===== src/rtl/iter_shift_unit.sv =====
// Multi-cycle SLL/SRL/SRA/ROR engine: shifts a working register by up to STEP bits
// per clock under a start/busy/done handshake.
module iter_shift_unit #(
   parameter int unsigned XLEN = 32,
   parameter int unsigned STEP = 1,
   parameter int unsigned SHW  = $clog2(XLEN)
) (
   input  logic            clk,
   input  logic            reset,
   input  logic            start,
   input  logic [1:0]      op,
   input  logic [XLEN-1:0] data_in,
   input  logic [SHW-1:0]  shamt,
   output logic            busy,
   output logic            done,
   output logic [XLEN-1:0] result
);

   typedef enum logic [1:0] {
      ST_IDLE  = 2'b00,
      ST_SHIFT = 2'b01,
      ST_DONE  = 2'b10
   } state_e;

   typedef enum logic [1:0] {
      OP_SLL = 2'b00,
      OP_SRL = 2'b01,
      OP_ROR = 2'b10,
      OP_SRA = 2'b11
   } op_e;

   state_e            state_q, state_d;
   op_e               op_q, op_d;
   logic [XLEN-1:0]   result_q, result_d;
   logic [SHW-1:0]    rem_q, rem_d;
   logic              busy_q, busy_d;
   logic              done_q, done_d;

   logic [SHW-1:0]    step_amt;
   logic [SHW-1:0]    inv_amt;
   logic [XLEN-1:0]   shifted;

   // One step of s = min(STEP, rem) bits; s never exceeds rem so rem fits in SHW bits.
   always_comb begin
      step_amt = rem_q;
      if (32'(rem_q) >= STEP) begin
         step_amt = SHW'(STEP);
      end
      // XLEN is a power of two, so the two's complement of s in SHW bits is XLEN - s.
      inv_amt = SHW'(0) - step_amt;
      shifted = result_q;
      case (op_q)
         OP_SLL:  shifted = result_q << step_amt;
         OP_SRL:  shifted = result_q >> step_amt;
         OP_SRA:  shifted = XLEN'($signed(result_q) >>> step_amt);
         OP_ROR:  shifted = (result_q >> step_amt) | (result_q << inv_amt);
         default: shifted = result_q;
      endcase
   end

   // Next-state and datapath control.
   always_comb begin
      state_d  = state_q;
      op_d     = op_q;
      result_d = result_q;
      rem_d    = rem_q;

      case (state_q)
         ST_IDLE: begin
            if (start) begin
               result_d = data_in;
               rem_d    = shamt;
               op_d     = op_e'(op);
               state_d  = (shamt == SHW'(0)) ? ST_DONE : ST_SHIFT;
            end
         end
         ST_SHIFT: begin
            result_d = shifted;
            rem_d    = rem_q - step_amt;
            if (rem_d == SHW'(0)) begin
               state_d = ST_DONE;
            end
         end
         ST_DONE: begin
            state_d = ST_IDLE;
         end
         default: begin
            state_d = ST_IDLE;
         end
      endcase

      busy_d = (state_d != ST_IDLE);
      done_d = (state_d == ST_DONE);
   end

   always_ff @(posedge clk or negedge reset) begin
      if (!reset) begin
         state_q  <= ST_IDLE;
         op_q     <= OP_SLL;
         result_q <= '0;
         rem_q    <= '0;
         busy_q   <= 1'b0;
         done_q   <= 1'b0;
      end else begin
         state_q  <= state_d;
         op_q     <= op_d;
         result_q <= result_d;
         rem_q    <= rem_d;
         busy_q   <= busy_d;
         done_q   <= done_d;
      end
   end

   assign busy   = busy_q;
   assign done   = done_q;
   assign result = result_q;

endmodule


===== config.mk =====
export PLATFORM = sky130hd
export DESIGN_NAME = iter_shift_unit
export DESIGN_NICKNAME = d
export VERILOG_FILES = /design/src/rtl/iter_shift_unit.sv
export SDC_FILE = /design/constraint.sdc
export NUM_CORES = 1
export LEC_CHECK = 0
export ABC_AREA = 0
export BUFFER_PORTS_ARGS = -buffer_cell sky130_fd_sc_hd__buf_2
export CORE_MARGIN = 1
export CORE_UTILIZATION = 61
export DETAILED_ROUTE_END_ITERATION = 10
export PLACE_DENSITY = 0.9
export SYNTH_ARGS = -nofsm -noshare
export SYNTH_HDL_FRONTEND = slang
export SYNTH_SLANG_ARGS = --single-unit

===== constraint.sdc =====
create_clock -name clk -period 6.7 [get_ports clk]
set_input_delay 0.67 -clock clk [delete_from_list [all_inputs] [get_ports clk]]
set_output_delay 0.67 -clock clk [all_outputs]
set_load 0.02 [all_outputs]

==> impl_metrics.tcl, run 1 <==
set metrics [dict create \
    status "finished, final reports clean" \
    finalWirelength_um 14100 \
    numCtsBuffers 5 \
    grt_pass1_vias 4264 \
    drive_above_1_share_pct 21.4 \
    h-tree-depth 2 \
    vias_per_cell 7.52 \
    top_level_ports 76 \
    num_antenna_cells 0 \
    seq_area_frac_synth_pct 28.7 \
    grtUsageMet1_pct 61.1 \
    switching_share_pct 54.6 \
    track_usage_pct 45.4 \
    timing.clock.skew_ns 0.00412 \
    pwr-share-clk_pct 10.2 \
    ctsHoldBuffers 0 \
    clk_pin_slew_ns 0.09 \
    fin_tns_setup_ns 0 \
    fin_ws_ns 2.59 \
    endpoint_kind "register" \
    area_delta_synth_final_pct 12.4 \
    powerDensity_nw_per_um2 591 \
    synth_cell_type_count 64 \
    fin_nets 572 \
    cts_setup_buffers 0 \
    crit_required_ns 6.95 \
    dpl.hpwl_um 9370 \
    cts_sinks 43 \
    initial_core_util_pct 63.3 \
    insertion_delay_ns 0.31 \
    rows 28 \
    critPathLaunchType "register" \
    finalMaxSlewViolations 0 \
    drcViolationCount 0 \
    crit_family "simple AND/OR/NAND/NOR gates" \
    maxCapViolations 0 \
    fp.coreArea_sq_um 5920 \
    path_buf_inv 1 \
    p_int_uw 1130 \
    synth_top_area_cell "dfrtp_1" \
    cpPeakStageDelay_ns 0.69 \
    drtIter0Drc 721 \
    synth-async-reset-ratio_pct 100 \
    relSlewSlack_pct 30.8 \
    portBuffers 75 \
    cts_tree "done" \
    synth_ff_type "dfrtp_1" \
    clockBufferDepth 2 \
    grtUsageMet3_pct 8.30 \
    crit_start "rem_q[1]$_DFFE_PN0P_" \
    r2r_cells 9 \
    p_sw_uw 1360 \
    grt.busiest_layer "met2" \
    synth_top_area_share_pct 28.7 \
    synth_area_sq_um 3750 \
    min_period_ns 4.11 \
    gr-total-overflow 0 \
    path_class "register to register" \
    routedWlPerCell_um 23.4 \
    drt_first_pass_iters 6 \
    synth.avg_cell_area_sq_um 7.68 \
    setup_viol 0 \
    routed-via-count 4544 \
    rr_startpoint "rem_q[1]$_DFFE_PN0P_" \
    antenna_left 0 \
    max_freq_mhz 243 \
    final_area_sq_um 4210 \
    hold_viol_final 0 \
    syn-num-nets 532 \
    nFillCells 515 \
    cp_max_fo 39 \
    r2r_setup_slack_ns 2.59 \
    yosys_register_bits 43 \
    cts-root-buf "clkbuf_8" \
    cts_resized 0 \
    rsz0062_at_grt "no" \
    p_comb_share_pct 60.2 \
    synth_edf_count 0 \
    antenna_found_initial 0 \
    synthCells 488 \
    cpMaxStageDelayCell "ha_1" \
    worstMarginPinSlew_ns 1.04 \
    use_met2_pct 70.2 \
    dp_slack_ns 2.76 \
    place.gp.congestion 1.02 \
    grt_pass1_wl_um 22300 \
    die_y_um 80.4 \
    peakVddDrop_v 0.000355 \
    rr_endpoint "result[2]$_DFFE_PN0P_" \
    crit_path_cell_trace "nor4_4 > nand2_2 > inv_2 > ha_1 > nand2b_1 > nor2_1 > a31oi_1 > a211oi_1 > a221o_1" \
    crit_arrival_ns 4.36 \
    yosysWarnings 0 \
    hp-class "input port to async pin" \
    placed_cell_area_sq_um 4080 \
    dieArea_sq_um 6460 \
    period_share_pct 61.4 \
    yosys-top-cells-area "dfrtp_1, nand2_1, o21ai_0, a21oi_1, mux4_2" \
    power_frac_seq_pct 29.6 \
    die_x_um 80.4 \
    grt_max_degree 57 \
    leakage_uw 0.00172 \
]
Yosys cell counts (all sizes together) (4+ instances only):
cell and count:
a2111oi 4, a41oi 5, mux4 7, dfrtp 43
nor3 19, a31oi 12, nand4 4, o221ai 4
a211oi 13, nand2 65, clkbuf 39, mux2i 11
or4 4, buf 10, mux2 6, o31ai 5
a21oi 34, a22oi 5, o21ai 38, nand3 16
a311oi 8, nor2 36, nand2b 7, o211ai 4
inv 9, or3 5, nor2b 6, o22ai 19
flip-flops by register name, indices dropped and copies added, names as in the netlist:
register and flops:
busy 1, done 1, op_q 2, rem_q 5, result 32, state_q 2
worst reg2reg max path, cell delays in order (launching register included):
cell,delay (ns)
dfrtp_1,0.48
nor4_4,0.69
nand2_2,0.13
inv_2,0.54
ha_1,0.72
nand2b_1,0.25
nor2_1,0.58
a31oi_1,0.19
a211oi_1,0.33
a221o_1,0.16
cell usage in the layout (no fill, tap or decap), types with 4 or more instances in the layout:
| master | count |
|---|---|
| a211oi_1 | 13 |
| mux2_2 | 6 |
| o21ai_0 | 35 |
| or4_1 | 4 |
| a22oi_1 | 5 |
| a41oi_1 | 5 |
| nand4_1 | 4 |
| nor2b_1 | 6 |
| nand2b_1 | 7 |
| nor2_1 | 36 |
| mux2i_1 | 11 |
| o221ai_1 | 4 |
| a31oi_1 | 12 |
| inv_1 | 8 |
| clkbuf_8 | 5 |
| o31ai_1 | 5 |
| o211ai_1 | 4 |
| dfrtp_1 | 43 |
| or3_1 | 5 |
| a2111oi_0 | 4 |
| a311oi_1 | 8 |
| a21oi_1 | 34 |
| nand3_1 | 16 |
| mux4_2 | 7 |
| buf_4 | 7 |
| o22ai_1 | 19 |
| nor3_1 | 19 |
| buf_2 | 75 |
| nand2_1 | 64 |
worst max path at each step:
stage / to / depth (start not counted) / slack, ns
after floorplan: result[11]$_DFFE_PN0P_ / 12 / 3.42
after global placement: result[3]$_DFFE_PN0P_ / 9 / 2.98
after detailed placement: result[2]$_DFFE_PN0P_ / 9 / 2.76
after CTS: result[2]$_DFFE_PN0P_ / 9 / 2.71
after global routing: result[2]$_DFFE_PN0P_ / 9 / 2.37
final: result[2]$_DFFE_PN0P_ / 9 / 2.59
per-layer routing:
layer  share of wire [%]  vias to the layer above
li1                    -                     1951
met5                   0                        -
met1                  38                     2068
met2                  44                      444
met4                 4.7                        0
met3                  13                       81
kinds of logic after synthesis:
group,synth area share (%)
AOI/OAI and AO/OA,33.2
adders and majority gates,0.668
other,0.100
DFF,28.7
buffers and inverters,6.15
and+or+nand+nor,22.2
muxes,8.95
power groups by stage:
stage	Clock [uW]	Combinational (uW)	Sequential, uW
floorplan	0	1010	683
global placement	0	1420	714
detailed placement	0	1450	716
CTS	253	1460	710
global route	262	1620	748
finish	254	1500	736
layout make-up:
class	instances	area, sq um	area share (%)
Timing Repair Buffer	82	428	10.2
Multi-Input combinational cell	386	2440	57.9
Tap cell	75	93.8	2.23
Clock buffer	5	68.8	1.63
Sequential cell	43	1080	25.5
Inverter	10	37.5	0.891
Clock inverter	3	67.6	1.60
metrics by stage:
stage | hold slack, ns | total power, uW | utilization, % | instances
3_3_place_gp | 0.607 | 2130 | 68.8 | 596
4_1_cts | 0.553 | 2420 | 71.1 | 604
2_1_floorplan | 0.374 | 1690 | - | 488
5_1_grt | 0.579 | 2630 | 71.1 | 604
6_report | 0.540 | 2490 | 71.1 | 604
3_5_place_dp | 0.625 | 2170 | 68.8 | 596
Note: power is estimated with default switching activity, not from simulation.
==> run 2, diff against run 1 <==
Settings changed: ABC_AREA 0 to 1, CORE_UTILIZATION 61 to 58, PLACE_DENSITY 0.9 to 0.85.
Clock period 6.7 ns to 3.8 ns, I/O delays scaled along.
==> run 2 against run 1 <==
  * Worst hold slack worse by 0.31 ns
  * Largest power group unchanged
  * Synthesized area is 14% higher
  * Via count is 22% higher
  * Die area is 20% higher
  * Highest routed layer unchanged
==> impl_metrics.tcl, run 2 <==
set metrics [dict create \
    cpMaxStageDelayCell "dfrtp_1" \
    dp.cells 855 \
    grt_max_degree 49 \
    synth_commonest_cells "nand2_1, nand3_1, o21ai_0, nor2_1, dfrtp_1" \
    routedWlPerCell_um 17.6 \
    initial_core_util_pct 61.7 \
    clk_pin_slew_ns 0.10 \
    cp_max_fo 31 \
    num_antenna_cells 0 \
    rsz0062_at_grt "no" \
    dp_slack_ns 0.843 \
    drcViolationCount 0 \
    gr-total-overflow 0 \
    yosysMostFrequentCell "nand2_1" \
    hp-class "input port to async pin" \
    maxCapViolations 0 \
    rows 30 \
    crit_required_ns 4.03 \
    seq_area_frac_synth_pct 25.1 \
    path_common_cell "inv_1" \
    synth_cell_type_count 39 \
    die_x_um 87.9 \
    top_level_ports 76 \
    cts_resized 0 \
    cts_tree "done" \
    mostFrequentLayoutCell "nand2_1" \
    crit_start "rem_q[1]$_DFFE_PN0P_" \
    portBuffers 75 \
    hold_viol_final 0 \
    die_y_um 87.9 \
    syn-num-nets 763 \
    peakVddDrop_v 0.000608 \
    yosys_register_bits 43 \
    endpoint_kind "register" \
    finalMaxSlewViolations 0 \
    track_usage_pct 40.7 \
    crit_family "simple AND/OR/NAND/NOR gates" \
    synth_top_area_share_pct 25.1 \
    clockBufferDepth 2 \
    max_freq_mhz 324 \
    r2r_setup_slack_ns 0.71 \
    crit_path_cell_trace "nor2_4 > nand2_2 > nor2_4 > ha_1 > inv_1 > buf_4 > nor2_1 > inv_1 > nor2_2 > inv_1 > o211ai_1 > o211ai_1 > a22oi_1" \
    yosys-top-cells-area "dfrtp_1, nand3_1, nand2_1, o21ai_0, a21oi_1" \
    cpPeakStageDelay_ns 0.44 \
    h-tree-depth 2 \
    dpl.hpwl_um 10700 \
    synth-async-reset-ratio_pct 100 \
    synth_ff_type "dfrtp_1" \
    synth_edf_count 0 \
    antenna_left 0 \
    rr_startpoint "rem_q[1]$_DFFE_PN0P_" \
    drive_above_1_share_pct 14.6 \
    largest_reg_flops 32 \
    place.gp.congestion 0.968 \
    synth.avg_cell_area_sq_um 5.96 \
    fin_ws_ns 0.710 \
    period_share_pct 81.3 \
    synth_area_sq_um 4280 \
    final_cell_count_no_fill 863 \
    critPathLaunchType "register" \
    leakage_uw 0.00231 \
    path_class "register to register" \
    finalWirelength_um 15200 \
    routed-via-count 5534 \
    insertion_delay_ns 0.31 \
    synthCells 719 \
    setup_viol 0 \
    antenna_found_initial 0 \
    yosysWarnings 0 \
    worstMarginPinSlew_ns 1.01 \
    drt_first_pass_iters 6 \
    cts-root-buf "clkbuf_8" \
    path_buf_inv 4 \
    final_cell_mix "nand2_1, nand3_1, buf_2" \
    cts_setup_buffers 0 \
    dieArea_sq_um 7730 \
    grt_pass1_vias 4853 \
    ctsHoldBuffers 0 \
    crit_arrival_ns 3.32 \
    cts_sinks 43 \
    area_delta_synth_final_pct 10.5 \
    fin_nets 810 \
    numCtsBuffers 5 \
    synth_top_area_cell "dfrtp_1" \
    status "finished, final reports clean" \
    fin_tns_setup_ns 0 \
    grt_pass1_wl_um 24300 \
    relSlewSlack_pct 32.9 \
    powerDensity_nw_per_um2 1010 \
    drtIter0Drc 738 \
    fp.coreArea_sq_um 6940 \
    timing.clock.skew_ns 0.0109 \
    min_period_ns 3.09 \
    vias_per_cell 6.41 \
]
[run 2: cell count changes in the layout (fill, tap and decap cells not counted), moves of 13 or more]
cell     previous run  this run
nand2_1            64       193
nand4_1             4        23
o21ai_0            35        48
o22ai_1            19         5
nand3_1            16       172
nor3_1             19         3
inv_1               8        37
[run 2: per-stage QoR]
step	cell area [sq um]	hold slack (ns)	total power (uW)	util (%)
floorplan	4280	0.0844	3480	-
global placement	4650	0.514	4290	66.9
detailed placement	4650	0.526	4380	66.9
CTS	4730	0.264	4700	68.2
global route	4730	0.301	5200	68.2
finish	4730	0.229	4800	68.2
[run 2: path summary, 6_finish.rpt]
path,to,cells past startpoint
max,result[2]$_DFFE_PN0P_,13
min,result[30]$_DFFE_PN0P_,1
max reg2reg,result[2]$_DFFE_PN0P_,13
min reg2reg,result[27]$_DFFE_PN0P_,2
max in group asynchronous,result[15]$_DFFE_PN0P_,1
min in group clk,op_q[0]$_DFFE_PN0P_,3
[run 2: layout make-up]
| type | count | area [sq um] |
|---|---|---|
| multi-input cells | 589 | 2830 |
| inverters | 39 | 146 |
| flip-flops and latches | 43 | 1080 |
| fillers | 648 | 2210 |
| well taps | 96 | 120 |
| clock inverters | 2 | 12.5 |
| clock buffers | 6 | 72.6 |
| repair buffers | 88 | 473 |
[run 2: routing by layer]
layer | GRT usage [%] | wire (um) | up-vias
li1 | - | - | 2565
met5 | 0 | 0 | -
met4 | 14.5 | 416 | 0
met2 | 63.1 | 6850 | 401
met1 | 56.7 | 6250 | 2527
met3 | 7.16 | 1690 | 41
[run 2: kinds of logic after synthesis]
family,share of synthesized area [%]
xor gates and xnor gates,0.614
other,0.0876
buffers and inverters,8.79
and+or+nand+nor,49.5
DFF,25.1
AOI/OAI and AO/OA,15.3
adders and majority gates,0.584
[run 2: where the power goes]
part	total (uW)	internal (uW)	switching [uW]
registers	1000	709	293
logic	3490	1130	2350
clock network	310	129	181
total	4800	1970	2830
==> run 3, diff against run 2 <==
Settings changed: ABC_AREA 1 to 0, CORE_UTILIZATION 58 to 56, PLACE_DENSITY 0.85 to 0.84.
Clock period 3.8 ns to 3.11 ns, I/O delays scaled along.
==> run 3 against run 2 <==
  * Die area shrank 9.2%
  * Largest cell class unchanged
  * Critical path depth fell by 3
  * Clock skew down 0.00062 ns
  * Global-route usage grew 1.1 points
  * Largest power group unchanged
  * First-iteration DRC count down 21%
==> impl_metrics.tcl, run 3 (same netlist as run 1, synthesis figures left out) <==
set metrics [dict create \
    fin_nets 587 \
    clk_pin_slew_ns 0.09 \
    antenna_left 0 \
    crit_required_ns 3.28 \
    drive_above_1_share_pct 23.4 \
    p_int_uw 2360 \
    r2r_setup_slack_ns 0.37 \
    mostFrequentLayoutCell "buf_2" \
    rows 29 \
    rr_endpoint "rem_q[4]$_DFFE_PN0P_" \
    period_share_pct 88.1 \
    power_frac_seq_pct 29.0 \
    die_y_um 83.8 \
    final_cell_mix "buf_2, nand2_1, dfrtp_1" \
    pwr-share-clk_pct 7.3 \
    drt_first_pass_iters 5 \
    wl_met1_um 5680 \
    area_delta_synth_final_pct 14.2 \
    hold_viol_final 0 \
    hp-class "input port to async pin" \
    rsz0062_at_grt "no" \
    portBuffers 75 \
    dp.cells 613 \
    switching_share_pct 55.5 \
    path_class "register to register" \
    min_period_ns 2.74 \
    dpl.hpwl_um 9750 \
    final_area_sq_um 4280 \
    placed_cell_area_sq_um 4190 \
    h-tree-depth 2 \
    finalMaxSlewViolations 0 \
    num_antenna_cells 0 \
    max_freq_mhz 365 \
    endpoint_kind "register" \
    crit_arrival_ns 2.91 \
    routedWlPerCell_um 23.3 \
    cp_max_fo 30 \
    relSlewSlack_pct 28.2 \
    place.gp.congestion 1.01 \
    p_sw_uw 2950 \
    top_layer "met4" \
    drtIter0Drc 581 \
    track_usage_pct 41.8 \
    dieArea_sq_um 7020 \
    r2r_cells 10 \
    rr_startpoint "rem_q[1]$_DFFE_PN0P_" \
    finalWirelength_um 14500 \
    grt_pass1_vias 4279 \
    nFillCells 573 \
    initial_core_util_pct 58.7 \
    fin_tns_setup_ns 0 \
    numCtsBuffers 5 \
    timing.clock.skew_ns 0.0103 \
    cts-root-buf "clkbuf_8" \
    cts_tree "done" \
    wl_met2_um 6490 \
    largest_reg_flops 32 \
    drcViolationCount 0 \
    antenna_found_initial 0 \
    insertion_delay_ns 0.31 \
    cts_setup_buffers 0 \
    top_level_ports 76 \
    die_x_um 83.8 \
    setup_viol 0 \
    clockBufferDepth 2 \
    vias_per_cell 7.37 \
    cts_sinks 43 \
    detailroute.wirelength.met3_um 1850 \
    powerDensity_nw_per_um2 1240 \
    peakVddDrop_v 0.000731 \
    maxCapViolations 0 \
    status "finished, final reports clean" \
    cts_resized 0 \
    critPathLaunchType "register" \
    worstMarginPinSlew_ns 1.08 \
    grt_pass1_wl_um 23000 \
    p_comb_share_pct 63.8 \
    final_cell_count_no_fill 620 \
    gr-total-overflow 0 \
    routed-via-count 4569 \
    ctsHoldBuffers 0 \
    grt_max_degree 44 \
    leakage_uw 0.00178 \
    fp.coreArea_sq_um 6390 \
]
## run 3: metrics by stage
step	worst slack [ns]	util, %	hold WS [ns]	power (uW)
after floorplan	0.000933	-	0.0154	3650
after global placement	0.499	65.6	0.503	4720
after detailed placement	0.401	65.6	0.505	4780
after CTS	0.388	67.0	0.192	5180
after global routing	0.169	67.0	0.231	5610
final	0.371	67.0	0.180	5310
## run 3: area by class of cell
| cell class | count | area (sq um) | share of cell area, % |
|---|---|---|---|
| Clock buffer | 6 | 82.6 | 1.93 |
| Clock inverter | 1 | 5.00 | 0.117 |
| Inverter | 10 | 37.5 | 0.877 |
| Multi-Input combinational cell | 386 | 2440 | 57.0 |
| Sequential cell | 43 | 1080 | 25.2 |
| Tap cell | 77 | 96.3 | 2.25 |
| Timing Repair Buffer | 97 | 541 | 12.6 |
## run 3: worst max path at each step
stage          depth (start not counted)               endpoint                  from  slack [ns]
5_1_grt                               10   rem_q[4]$_DFFE_PN0P_  rem_q[1]$_DFFE_PN0P_        0.17
4_1_cts                               10   rem_q[4]$_DFFE_PN0P_  rem_q[1]$_DFFE_PN0P_        0.39
3_3_place_gp                          10   rem_q[4]$_DFFE_PN0P_  rem_q[1]$_DFFE_PN0P_        0.50
2_1_floorplan                         13  result[3]$_DFFE_PN0P_  rem_q[1]$_DFFE_PN0P_      0.0009
6_report                              10   rem_q[4]$_DFFE_PN0P_  rem_q[1]$_DFFE_PN0P_        0.37
3_5_place_dp                          10   rem_q[4]$_DFFE_PN0P_  rem_q[1]$_DFFE_PN0P_        0.40
## run 3: per-layer routing
metal,vias up,GRT usage (%)
met3,38,6.23
met4,0,17.9
met2,401,63.7
met1,2152,59.0
met5,-,0
li1,1978,-
## run 3: critical path: stages, from the launching register on
cell and delay (ns):
dfrtp_1 0.50, nor4_4 0.09, nand2_2 0.09, buf_4 0.29, buf_4 0.39, nand2b_1 0.10, ha_1 0.19, or3_1 0.36
or4_1 0.41, o21ai_0 0.10, a21oi_1 0.09
## run 3: power groups by stage
stage | combinational, uW | sequential [uW] | clock, uW
after global routing | 3650 | 1560 | 406
final | 3380 | 1540 | 386
after global placement | 3230 | 1490 | 0
after floorplan | 2170 | 1470 | 0
after CTS | 3300 | 1490 | 391
after detailed placement | 3280 | 1500 | 0
